===== config.mk =====
export PLATFORM = sky130hd
export DESIGN_NAME = mbus_master_flat
export DESIGN_NICKNAME = d
export VERILOG_FILES = /design/src/rtl/mbus_master_if.sv /design/src/rtl/mbus_master.sv /design/src/flat_wrapper.sv
export SDC_FILE = /design/constraint.sdc
export NUM_CORES = 1
export LEC_CHECK = 0
export BUFFER_PORTS_ARGS = -buffer_cell sky130_fd_sc_hd__clkbuf_2
export CORE_ASPECT_RATIO = 1.75
export CORE_UTILIZATION = 35
export CTS_CLUSTER_SIZE = 20
export DETAILED_ROUTE_END_ITERATION = 16
export PLACE_DENSITY = 0.65
export RECOVER_POWER = 50
export SYNTH_ARGS = -nofsm -noshare
export SYNTH_HDL_FRONTEND = slang
export SYNTH_SLANG_ARGS = --single-unit

===== constraint.sdc =====
create_clock -name clk -period 5.5 [get_ports clk]
set_input_delay 1.1 -clock clk [delete_from_list [all_inputs] [get_ports clk]]
set_output_delay 1.1 -clock clk [all_outputs]
set_load 0.05 [all_outputs]

===== src/rtl/mbus_master_if.sv =====
// Command/link bundle for mbus_master.
// master modport: the mbus_master side. slave modport: the environment side
// (command issuer, payload source RAM, link transmit/receive buffers and the
// response RAM).
//   cmd_*          command request and fields, sampled when the master is idle
//   src_*          payload source RAM read port, 1-cycle read latency
//   tx_buf_*       link transmit buffer write port
//   tx_data_len    frame length in bytes
//   tx_start       frame send pulse
//   rx_*           link receive pulses, CRC result and receive buffer read port
//   rsp_*          response data RAM write port
//   busy/done      command in flight / completion pulse
//   status         completion code, held until the next accepted command
interface mbus_master_if;
  logic        cmd_start;
  logic [7:0]  cmd_mode;
  logic [2:0]  cmd_rack;
  logic [3:0]  cmd_slot;
  logic [23:0] cmd_addr;
  logic [10:0] cmd_len;
  logic        src_rden;
  logic [10:0] src_raddr;
  logic [7:0]  src_rdata;
  logic        tx_buf_wren;
  logic [10:0] tx_buf_waddr;
  logic [7:0]  tx_buf_wdata;
  logic [10:0] tx_data_len;
  logic        tx_start;
  logic        rx_start;
  logic        rx_done;
  logic [1:0]  rx_crc_rslt;
  logic        rx_buf_rden;
  logic [10:0] rx_buf_raddr;
  logic [7:0]  rx_buf_rdata;
  logic        rsp_wren;
  logic [10:0] rsp_waddr;
  logic [7:0]  rsp_wdata;
  logic        busy;
  logic        done;
  logic [2:0]  status;

  modport master (
    input  cmd_start, cmd_mode, cmd_rack, cmd_slot, cmd_addr, cmd_len,
    input  src_rdata, rx_start, rx_done, rx_crc_rslt, rx_buf_rdata,
    output src_rden, src_raddr,
    output tx_buf_wren, tx_buf_waddr, tx_buf_wdata, tx_data_len, tx_start,
    output rx_buf_rden, rx_buf_raddr,
    output rsp_wren, rsp_waddr, rsp_wdata,
    output busy, done, status
  );

  modport slave (
    output cmd_start, cmd_mode, cmd_rack, cmd_slot, cmd_addr, cmd_len,
    output src_rdata, rx_start, rx_done, rx_crc_rslt, rx_buf_rdata,
    input  src_rden, src_raddr,
    input  tx_buf_wren, tx_buf_waddr, tx_buf_wdata, tx_data_len, tx_start,
    input  rx_buf_rden, rx_buf_raddr,
    input  rsp_wren, rsp_waddr, rsp_wdata,
    input  busy, done, status
  );
endinterface


===== src/rtl/mbus_master.sv =====
// Card-bus command master. Builds a 5-byte header plus optional write
// payload in the link transmit buffer, kicks the frame, waits for the reply
// (with timeout), validates the reply header and copies read data into the
// response RAM.
// Ports:
//   clk    system clock, rising edge
//   reset  asynchronous active-low reset
//   bus    mbus_master_if.master (command, RAM ports, link, busy/done/status)
module mbus_master #(
  parameter int unsigned TIMEOUT_CYC = 20000
) (
  input  logic               clk,
  input  logic               reset,
  mbus_master_if.master      bus
);

  localparam int unsigned TW = $clog2(TIMEOUT_CYC + 1);

  typedef enum logic [2:0] {
    IDLE, HDR, PLD, KICK, WAIT, RHDR, RDAT, FIN
  } state_t;

  typedef enum logic [2:0] {
    ST_OK      = 3'd0,
    ST_TIMEOUT = 3'd1,
    ST_CRC     = 3'd2,
    ST_HDR     = 3'd3,
    ST_LEN     = 3'd4
  } status_t;

  state_t        state_q, state_d;
  status_t       status_q, status_d;
  logic [10:0]   cnt_q, cnt_d;
  logic [TW-1:0] tmr_q, tmr_d;
  logic [10:0]   txlen_q, txlen_d;
  logic [7:0]    mode_q;
  logic [2:0]    rack_q;
  logic [3:0]    slot_q;
  logic [23:0]   addr_q;
  logic [10:0]   len_q;
  logic          ld_cmd;
  logic [7:0]    hdr_byte;
  logic          is_wr;
  logic [10:0]   n_rx;

  assign is_wr = mode_q[0];
  assign n_rx  = is_wr ? '0 : len_q;

  always_comb begin
    case (cnt_q[2:0])
      3'd0:    hdr_byte = {1'b0, rack_q, slot_q};
      3'd1:    hdr_byte = mode_q;
      3'd2:    hdr_byte = addr_q[23:16];
      3'd3:    hdr_byte = addr_q[15:8];
      default: hdr_byte = addr_q[7:0];
    endcase
  end

  always_comb begin
    state_d  = state_q;
    status_d = status_q;
    cnt_d    = cnt_q;
    tmr_d    = tmr_q;
    txlen_d  = txlen_q;
    ld_cmd   = 1'b0;

    bus.src_rden     = 1'b0;
    bus.src_raddr    = '0;
    bus.tx_buf_wren  = 1'b0;
    bus.tx_buf_waddr = '0;
    bus.tx_buf_wdata = '0;
    bus.tx_start     = 1'b0;
    bus.rx_buf_rden  = 1'b0;
    bus.rx_buf_raddr = '0;
    bus.rsp_wren     = 1'b0;
    bus.rsp_waddr    = '0;
    bus.rsp_wdata    = '0;

    case (state_q)
      IDLE: begin
        if (bus.cmd_start) begin
          ld_cmd = 1'b1;
          cnt_d  = '0;
          if (bus.cmd_len > 11'd2042) begin
            status_d = ST_LEN;
            state_d  = FIN;
          end else begin
            status_d = ST_OK;
            txlen_d  = bus.cmd_mode[0] ? 11'd5 + bus.cmd_len : 11'd5;
            state_d  = HDR;
          end
        end
      end

      HDR: begin
        bus.tx_buf_wren  = 1'b1;
        bus.tx_buf_waddr = cnt_q;
        bus.tx_buf_wdata = hdr_byte;
        if (cnt_q == 11'd4) begin
          cnt_d = '0;
          if (is_wr && len_q != '0) begin
            // First payload read overlaps the last header write so the
            // payload writes follow the header without a bubble.
            bus.src_rden = 1'b1;
            state_d      = PLD;
          end else begin
            state_d = KICK;
          end
        end else begin
          cnt_d = cnt_q + 11'd1;
        end
      end

      // Write byte cnt (read last cycle) while reading byte cnt+1.
      PLD: begin
        bus.tx_buf_wren  = 1'b1;
        bus.tx_buf_waddr = 11'd5 + cnt_q;
        bus.tx_buf_wdata = bus.src_rdata;
        if (cnt_q + 11'd1 < len_q) begin
          bus.src_rden  = 1'b1;
          bus.src_raddr = cnt_q + 11'd1;
          cnt_d         = cnt_q + 11'd1;
        end else begin
          state_d = KICK;
        end
      end

      // tmr_q holds the number of cycles elapsed since tx_start.
      KICK: begin
        bus.tx_start = 1'b1;
        tmr_d        = TW'(1);
        state_d      = WAIT;
      end

      WAIT: begin
        tmr_d = tmr_q + TW'(1);
        if (bus.rx_done) begin
          if (bus.rx_crc_rslt == 2'b01) begin
            cnt_d   = '0;
            state_d = RHDR;
          end else begin
            status_d = ST_CRC;
            state_d  = FIN;
          end
        end else if (tmr_q == TW'(TIMEOUT_CYC - 1)) begin
          status_d = ST_TIMEOUT;
          state_d  = FIN;
        end
      end

      // Reads addr 0 and 1; each header byte is checked the cycle after its read.
      RHDR: begin
        case (cnt_q[1:0])
          2'd0: begin
            bus.rx_buf_rden  = 1'b1;
            bus.rx_buf_raddr = 11'd0;
            cnt_d            = 11'd1;
          end
          2'd1: begin
            bus.rx_buf_rden  = 1'b1;
            bus.rx_buf_raddr = 11'd1;
            if (bus.rx_buf_rdata != {1'b1, rack_q, slot_q}) begin
              status_d = ST_HDR;
              state_d  = FIN;
            end else begin
              cnt_d = 11'd2;
            end
          end
          default: begin
            if (bus.rx_buf_rdata != mode_q) begin
              status_d = ST_HDR;
              state_d  = FIN;
            end else if (n_rx != '0) begin
              bus.rx_buf_rden  = 1'b1;
              bus.rx_buf_raddr = 11'd2;
              cnt_d            = '0;
              state_d          = RDAT;
            end else begin
              state_d = FIN;
            end
          end
        endcase
      end

      RDAT: begin
        bus.rsp_wren  = 1'b1;
        bus.rsp_waddr = cnt_q;
        bus.rsp_wdata = bus.rx_buf_rdata;
        if (cnt_q + 11'd1 < n_rx) begin
          bus.rx_buf_rden  = 1'b1;
          bus.rx_buf_raddr = cnt_q + 11'd3;
          cnt_d            = cnt_q + 11'd1;
        end else begin
          state_d = FIN;
        end
      end

      FIN: begin
        state_d = IDLE;
      end

      default: state_d = IDLE;
    endcase
  end

  always_ff @(posedge clk or negedge reset) begin
    if (!reset) begin
      state_q  <= IDLE;
      status_q <= ST_OK;
      cnt_q    <= '0;
      tmr_q    <= '0;
      txlen_q  <= '0;
      mode_q   <= '0;
      rack_q   <= '0;
      slot_q   <= '0;
      addr_q   <= '0;
      len_q    <= '0;
    end else begin
      state_q  <= state_d;
      status_q <= status_d;
      cnt_q    <= cnt_d;
      tmr_q    <= tmr_d;
      txlen_q  <= txlen_d;
      if (ld_cmd) begin
        mode_q <= bus.cmd_mode;
        rack_q <= bus.cmd_rack;
        slot_q <= bus.cmd_slot;
        addr_q <= bus.cmd_addr;
        len_q  <= bus.cmd_len;
      end
    end
  end

  assign bus.busy        = (state_q != IDLE) && (state_q != FIN);
  assign bus.done        = (state_q == FIN);
  assign bus.status      = status_q;
  assign bus.tx_data_len = txlen_q;

endmodule


===== src/flat_wrapper.sv =====
// flat-port wrapper written by rule: the top's interface ports become plain ports
module mbus_master_flat 
#(
  parameter int unsigned TIMEOUT_CYC = 20000
)
  (clk, reset, bus_cmd_start, bus_cmd_mode, bus_cmd_rack, bus_cmd_slot, bus_cmd_addr, bus_cmd_len, bus_src_rdata, bus_rx_start, bus_rx_done, bus_rx_crc_rslt, bus_rx_buf_rdata, bus_src_rden, bus_src_raddr, bus_tx_buf_wren, bus_tx_buf_waddr, bus_tx_buf_wdata, bus_tx_data_len, bus_tx_start, bus_rx_buf_rden, bus_rx_buf_raddr, bus_rsp_wren, bus_rsp_waddr, bus_rsp_wdata, bus_busy, bus_done, bus_status);
  mbus_master_if bus_i ();
  input  logic clk;
  input  logic reset;
  input wire logic [$bits(bus_i.cmd_start)-1:0] bus_cmd_start;
  input wire logic [$bits(bus_i.cmd_mode)-1:0] bus_cmd_mode;
  input wire logic [$bits(bus_i.cmd_rack)-1:0] bus_cmd_rack;
  input wire logic [$bits(bus_i.cmd_slot)-1:0] bus_cmd_slot;
  input wire logic [$bits(bus_i.cmd_addr)-1:0] bus_cmd_addr;
  input wire logic [$bits(bus_i.cmd_len)-1:0] bus_cmd_len;
  input wire logic [$bits(bus_i.src_rdata)-1:0] bus_src_rdata;
  input wire logic [$bits(bus_i.rx_start)-1:0] bus_rx_start;
  input wire logic [$bits(bus_i.rx_done)-1:0] bus_rx_done;
  input wire logic [$bits(bus_i.rx_crc_rslt)-1:0] bus_rx_crc_rslt;
  input wire logic [$bits(bus_i.rx_buf_rdata)-1:0] bus_rx_buf_rdata;
  output wire logic [$bits(bus_i.src_rden)-1:0] bus_src_rden;
  output wire logic [$bits(bus_i.src_raddr)-1:0] bus_src_raddr;
  output wire logic [$bits(bus_i.tx_buf_wren)-1:0] bus_tx_buf_wren;
  output wire logic [$bits(bus_i.tx_buf_waddr)-1:0] bus_tx_buf_waddr;
  output wire logic [$bits(bus_i.tx_buf_wdata)-1:0] bus_tx_buf_wdata;
  output wire logic [$bits(bus_i.tx_data_len)-1:0] bus_tx_data_len;
  output wire logic [$bits(bus_i.tx_start)-1:0] bus_tx_start;
  output wire logic [$bits(bus_i.rx_buf_rden)-1:0] bus_rx_buf_rden;
  output wire logic [$bits(bus_i.rx_buf_raddr)-1:0] bus_rx_buf_raddr;
  output wire logic [$bits(bus_i.rsp_wren)-1:0] bus_rsp_wren;
  output wire logic [$bits(bus_i.rsp_waddr)-1:0] bus_rsp_waddr;
  output wire logic [$bits(bus_i.rsp_wdata)-1:0] bus_rsp_wdata;
  output wire logic [$bits(bus_i.busy)-1:0] bus_busy;
  output wire logic [$bits(bus_i.done)-1:0] bus_done;
  output wire logic [$bits(bus_i.status)-1:0] bus_status;
  assign bus_i.cmd_start = bus_cmd_start;
  assign bus_i.cmd_mode = bus_cmd_mode;
  assign bus_i.cmd_rack = bus_cmd_rack;
  assign bus_i.cmd_slot = bus_cmd_slot;
  assign bus_i.cmd_addr = bus_cmd_addr;
  assign bus_i.cmd_len = bus_cmd_len;
  assign bus_i.src_rdata = bus_src_rdata;
  assign bus_i.rx_start = bus_rx_start;
  assign bus_i.rx_done = bus_rx_done;
  assign bus_i.rx_crc_rslt = bus_rx_crc_rslt;
  assign bus_i.rx_buf_rdata = bus_rx_buf_rdata;
  assign bus_src_rden = bus_i.src_rden;
  assign bus_src_raddr = bus_i.src_raddr;
  assign bus_tx_buf_wren = bus_i.tx_buf_wren;
  assign bus_tx_buf_waddr = bus_i.tx_buf_waddr;
  assign bus_tx_buf_wdata = bus_i.tx_buf_wdata;
  assign bus_tx_data_len = bus_i.tx_data_len;
  assign bus_tx_start = bus_i.tx_start;
  assign bus_rx_buf_rden = bus_i.rx_buf_rden;
  assign bus_rx_buf_raddr = bus_i.rx_buf_raddr;
  assign bus_rsp_wren = bus_i.rsp_wren;
  assign bus_rsp_waddr = bus_i.rsp_waddr;
  assign bus_rsp_wdata = bus_i.rsp_wdata;
  assign bus_busy = bus_i.busy;
  assign bus_done = bus_i.done;
  assign bus_status = bus_i.status;
  mbus_master #(.TIMEOUT_CYC(TIMEOUT_CYC)) u_core (.clk(clk), .reset(reset), .bus(bus_i));
endmodule

[Word-level counts from Yosys, hierarchy flattened]
Cells that the tools add are included.
Cells by class
  multiplexer cells: 63
  $add $sub $neg: 5
  eq/ne operators: 33
  bitwise logic cells: 1
  reductions and logical operators: 17
  magnitude comparators: 3
Operators with widths (number)
  two-way mux 11 bit: 16
  one-hot mux 11 bit (2 select lines): 4
  one-hot mux 11 bit (6 select lines): 1
  two-way mux 3 bit: 16
  one-hot mux 8 bit (4 select lines): 1
  one-hot mux 15 bit (2 select lines): 1
  one-hot mux 3 bit (8 select lines): 1
  adder 3 x 11 -> 11 bit, first input constant: 2
  < comparator 11 bit: 2
  nonzero test 11 bit: 2
  != test 8 bit: 2
  one-hot mux 8 bit (2 select lines): 1
  adder 15 x 1 -> 15 bit, second input constant: 1
  == test 15 bit, second input constant: 1
  two-way mux 1 bit: 14
  AND reduction 7 bit: 2
  == test 3 x 2 -> 1 bit, second input constant: 4
  == test 3 bit, second input constant: 4
  one-hot mux 3 bit (2 select lines): 2
  adder 11 x 1 -> 11 bit, second input constant: 1
  adder 11 x 2 -> 11 bit, second input constant: 1
  == test 11 x 3 -> 1 bit, second input constant: 1
  > comparator 11 bit, second input constant: 1
  != test 2 bit, second input constant: 5
  22 further kinds: 36
Word-level totals
  flip-flop bits (word level): 93
  output and inout bits: 81
  word-level logic and storage cells: 132
  input bits: 73

[Longest topological paths before layout]
  word-level depth: 6
  mapped depth: 15
  gate-level depth less buffers: 13

[Worst setup path before layout]
Ideal clock, no wire load.
  kind: register -> output
  start point: register u_core.cnt_q[4]
  end point: output port bus_rx_buf_raddr[1]
  data required time: 4400 ps
  stages on the path, launching flop included: 15
  slack: 258 ps
  arrival time: 4142 ps
  cells stage by stage: dfrtp_1 > clkbuf_1 > nand4_1 > or2_2 > clkbuf_1 > nor2_1 > xor2_1 > ha_1 > a211o_1 > a31oi_1 > o311ai_0 > o31ai_1 > nand2_1 > clkbuf_1 > o21ai_0
On the way
  cells in the longest elaborated chain, start to end: 4
Ends and longest elaborated chain
  start, declared: RTL line mbus_master.sv:33  | logic [10:0] cnt_q, cnt_d;
  start signal, assigned: RTL line mbus_master.sv:221  | cnt_q <= cnt_d;
  adder 11 x 1 -> 11 bit: RTL line mbus_master.sv:189  | if (cnt_q + 11'd1 < n_rx) begin
  < comparator 11 bit: RTL line mbus_master.sv:189
  two-way mux 11 bit: RTL line mbus_master.sv:189
  one-hot mux 11 bit (2 select lines): RTL line mbus_master.sv:79  | case (state_q)
  end, declared: RTL line flat_wrapper.sv:29  | output wire logic [$bits(bus_i.rx_buf_raddr)-1:0] bus_rx_buf_raddr;
No other way between the ends.

[Final worst setup path]
  start point: register u_core.cnt_q[5]
  end point: output port bus_rx_buf_raddr[0]
Same word-level chain as after synthesis.

==> summary.txt <==
Top FF cell, synth: dfrtp_1
Finished Cell Area: 7630 sq um
Clock Latency Late Sink: 350 ps
Largest family of logic cells by synthesized area: simple AND/OR/NAND/NOR gates
Total gr overflow: 0
R2R setup slack: 1020 ps
Worst Path Buf+Inv: 1
Largest area contributor in the netlist: dfrtp_1
Initial DRC count: 290
Stages on the worst setup path: 12
Pre-CTS setup slack: 632 ps
First-pass GRT wire length: 30600 um
R2R Path Start: u_core.state_q[2]
Hpwl dp: 14900 um
Post-Synth Adder-Cell Area: 6.67%
Num CTS Buffers: 9
Most frequent cells in the layout: 138 x clkbuf_2, 93 x dfrtp_1, 74 x nand2_1
Final core occ: 42.5%
Yosys warning count: 0
Core area: 18000 sq um
CP cell instances: nand4_1, or2_2, nor2_1, xor2_1, ha_1, a211o_1, a31oi_1, o311ai_0, o31ai_1, nand2_2, o21ai_0, clkbuf_2
1st-pass router iterations: 5
Post-synthesis cell area: 6380 sq um
Fin Setup TNS: 0 ps
CP peak stage delay: 530 ps
Family with the most delay on the worst path: simple AND/OR/NAND/NOR gates
Die X-Extent: 104 um
Critical R2R Capture: u_core.addr_q[3]
Post-Synthesis Cells: 728
Worst setup path end: bus_rx_buf_raddr[0]
Per-cell routed wire length: 17.5 um
TritonCTS clock tree: yes
Xor/xnor cell area share of the yosys netlist: 5.63%
Status: finished with violations
Max Fclk: 195 MHz
CTS Buffer Depth: 2
Most common cell after layout, fill and taps aside: clkbuf_2
Crit. End Element: output port
Complex-gate fraction of the synthesized area: 16.3%
Synth area leaders: dfrtp_1 36%, mux2_2 8.8%, ha_1 6.7%
Synthesized flop and latch total: 93
Pwr per Cell Area: 513 nW/um^2
Register area: 2330 sq um
Critical path's slowest cell: dfrtp_1
Yosys cell types: 55
CP Max Fanout: 12
Worst Reg-to-Reg Cells: 5
Syn Nets: 835
Vias in the first global route: 5994
Largest net degree at the start of global routing: 53
Die area: 18800 sq um
Post-synthesis mux area share: 10.1%
Post-synth EDFFs: 0
PortBufs: 152
DRC Markers: 0
Final Hold Viols: 0
Vias: 5943
Worst endpoint required time: 4400 ps
RSZ-0062 raised after global routing: false
Hold_ws: 457 ps
Total global routing track utilization: 20.9%
CP startpoint: u_core.cnt_q[5]
DP Area: 7330 sq um
# rows: 65
Max VDD drop: 0.219 mV
Final net count: 960
Post-synth ARST share: 100%
Via-to-Cell Ratio: 5.44
Clock slew at reported path FFs: 70 ps
Post-synth top area share: 36.5%
Leakage: 0.00358 uW
Antenna Nets Post-Route: 0
Crit path time final: 5120 ps
Initial antenna violation count: 0
Placer Congestion: 0.845
Type of the most critical hold path: register to register
Hold_buf cts: 0
Root buffer cell: clkbuf_16
# setup viols final: 0
Die H: 181 um
Slew HR: -64.4%
Period Utilization, post-route: 93.1%
Startpoint Class: register
Proportion of synthesized chip area in sequential cells: 36.5%
Skew final: 10.8 ps
MaxCap Viol Count: 2
P&R area growth vs syn: 19.7%
Antenna diodes: 0
H-Tree Depth: 3
# clock sinks: 93
Setup CP Type: register to output port
Failing checks: max-capacitance violations, max-slew violations
Worst EP arrival: 4020 ps
Fillers: 1829
Tightest Pin Transition: 2470 ps
Starting Density: 35.5%
Multi-input logic area: 3770 sq um
Final worst setup slack: 379 ps
Fraction of layout cells with a size suffix above 1: 25.5%
Slew Limit Fails: 85
Syn avg cell area: 8.76 sq um
Routed wire length: 19100 um
I/O pin count: 154
Simple-gate share of the synthesized area: 20.3%
## per-stage QoR
step                      cells  total power, uW
after floorplan             728             2670
final                      1092             3920
after CTS                  1092             3960
after global placement     1076             3220
after global routing       1092             4190
after detailed placement   1076             3250
## worst register-to-register path: cells and delay by family (launching register included)
family	cells	cell delay, ps
buf+inv	2	2190
simple gates	2	1190
flops	1	500
mux	1	480
## logic make-up (layout without fill, tap and decap cells)
kind of cell	after synthesis	count (layout)
AND/OR/NAND/NOR	259	259
AO/OA/AOI/OAI	168	168
flip-flops	93	93
buffers and inverters	75	205
multiplexers	58	58
XOR/XNOR	41	41
adder cells (fa/ha/maj)	34	34
## registers in the layout, summed over array words and instances, names as in the netlist
register and flops:
u_core.mode_q 8, u_core.len_q 11, u_core.slot_q 4, u_core.cnt_q 11, u_core.tmr_q 15, u_core.state_q 3, u_core.bus.tx_data_len 11, u_core.rack_q 3
u_core.bus.status 3, u_core.addr_q 24
## per-layer routing
metal	global-route usage (%)	up-vias	part of all wire (%)
li1	-	2834	-
met1	21.8	2869	37
met2	39.1	188	53
met3	3.07	52	4.3
met4	12.1	0	4.9
met5	0	-	0
## area by class of cell
cell class	count	area share [%]
multi-input combinational	560	49.3
clock buffer	10	3.13
sequential	93	30.5
clock inverter	6	1.23
inverter	25	1.23
timing repair buffer	164	10.8
tap	234	3.83
## worst min path at each step
stage                     depth (start not counted)                to              from
after floorplan                                   1  u_core.tmr_q[13]  u_core.tmr_q[13]
after global placement                            1  u_core.tmr_q[13]  u_core.tmr_q[13]
after detailed placement                          1  u_core.tmr_q[13]  u_core.tmr_q[13]
after CTS                                         1  u_core.tmr_q[13]  u_core.tmr_q[13]
after global routing                              1  u_core.tmr_q[13]  u_core.tmr_q[13]
final                                             1  u_core.tmr_q[13]  u_core.tmr_q[13]
## power breakdown
part	internal [uW]	leakage (uW)	switching (uW)	total, uW
logic	686	0.00224	1380	2070
registers	933	0.00117	225	1160
clock network	416	0.000165	280	696
total	2030	0.00358	1890	3920
## Yosys cell counts (all sizes together), types with 2 or more instances
cell type   n
inv        25
and3       22
o221ai      2
dfrtp      93
nor3b       2
mux2       51
mux2i       7
a22o        5
xor2       26
o22ai       2
or3         2
and2       16
a211o       3
nor2b      11
or2         2
buf         5
or4         4
o311ai      2
a2111oi     2
nor3       16
a21o        3
o31ai       9
a31oi      11
nand4b      3
xnor2      15
nand4      11
a22oi      14
o21ai      73
nand2      75
nor2       47
ha         34
o211ai      5
nand2b     18
a21oi      26
clkbuf     45
nand3      20
nor4        6
## what timing repair did
item / 4_1_cts / 5_1_grt
buffers inserted: 0 / 0
endpoints found under the setup margin: 0 / 2
resized for setup: 0 / 1
Power figures use the tool's default switching activity.
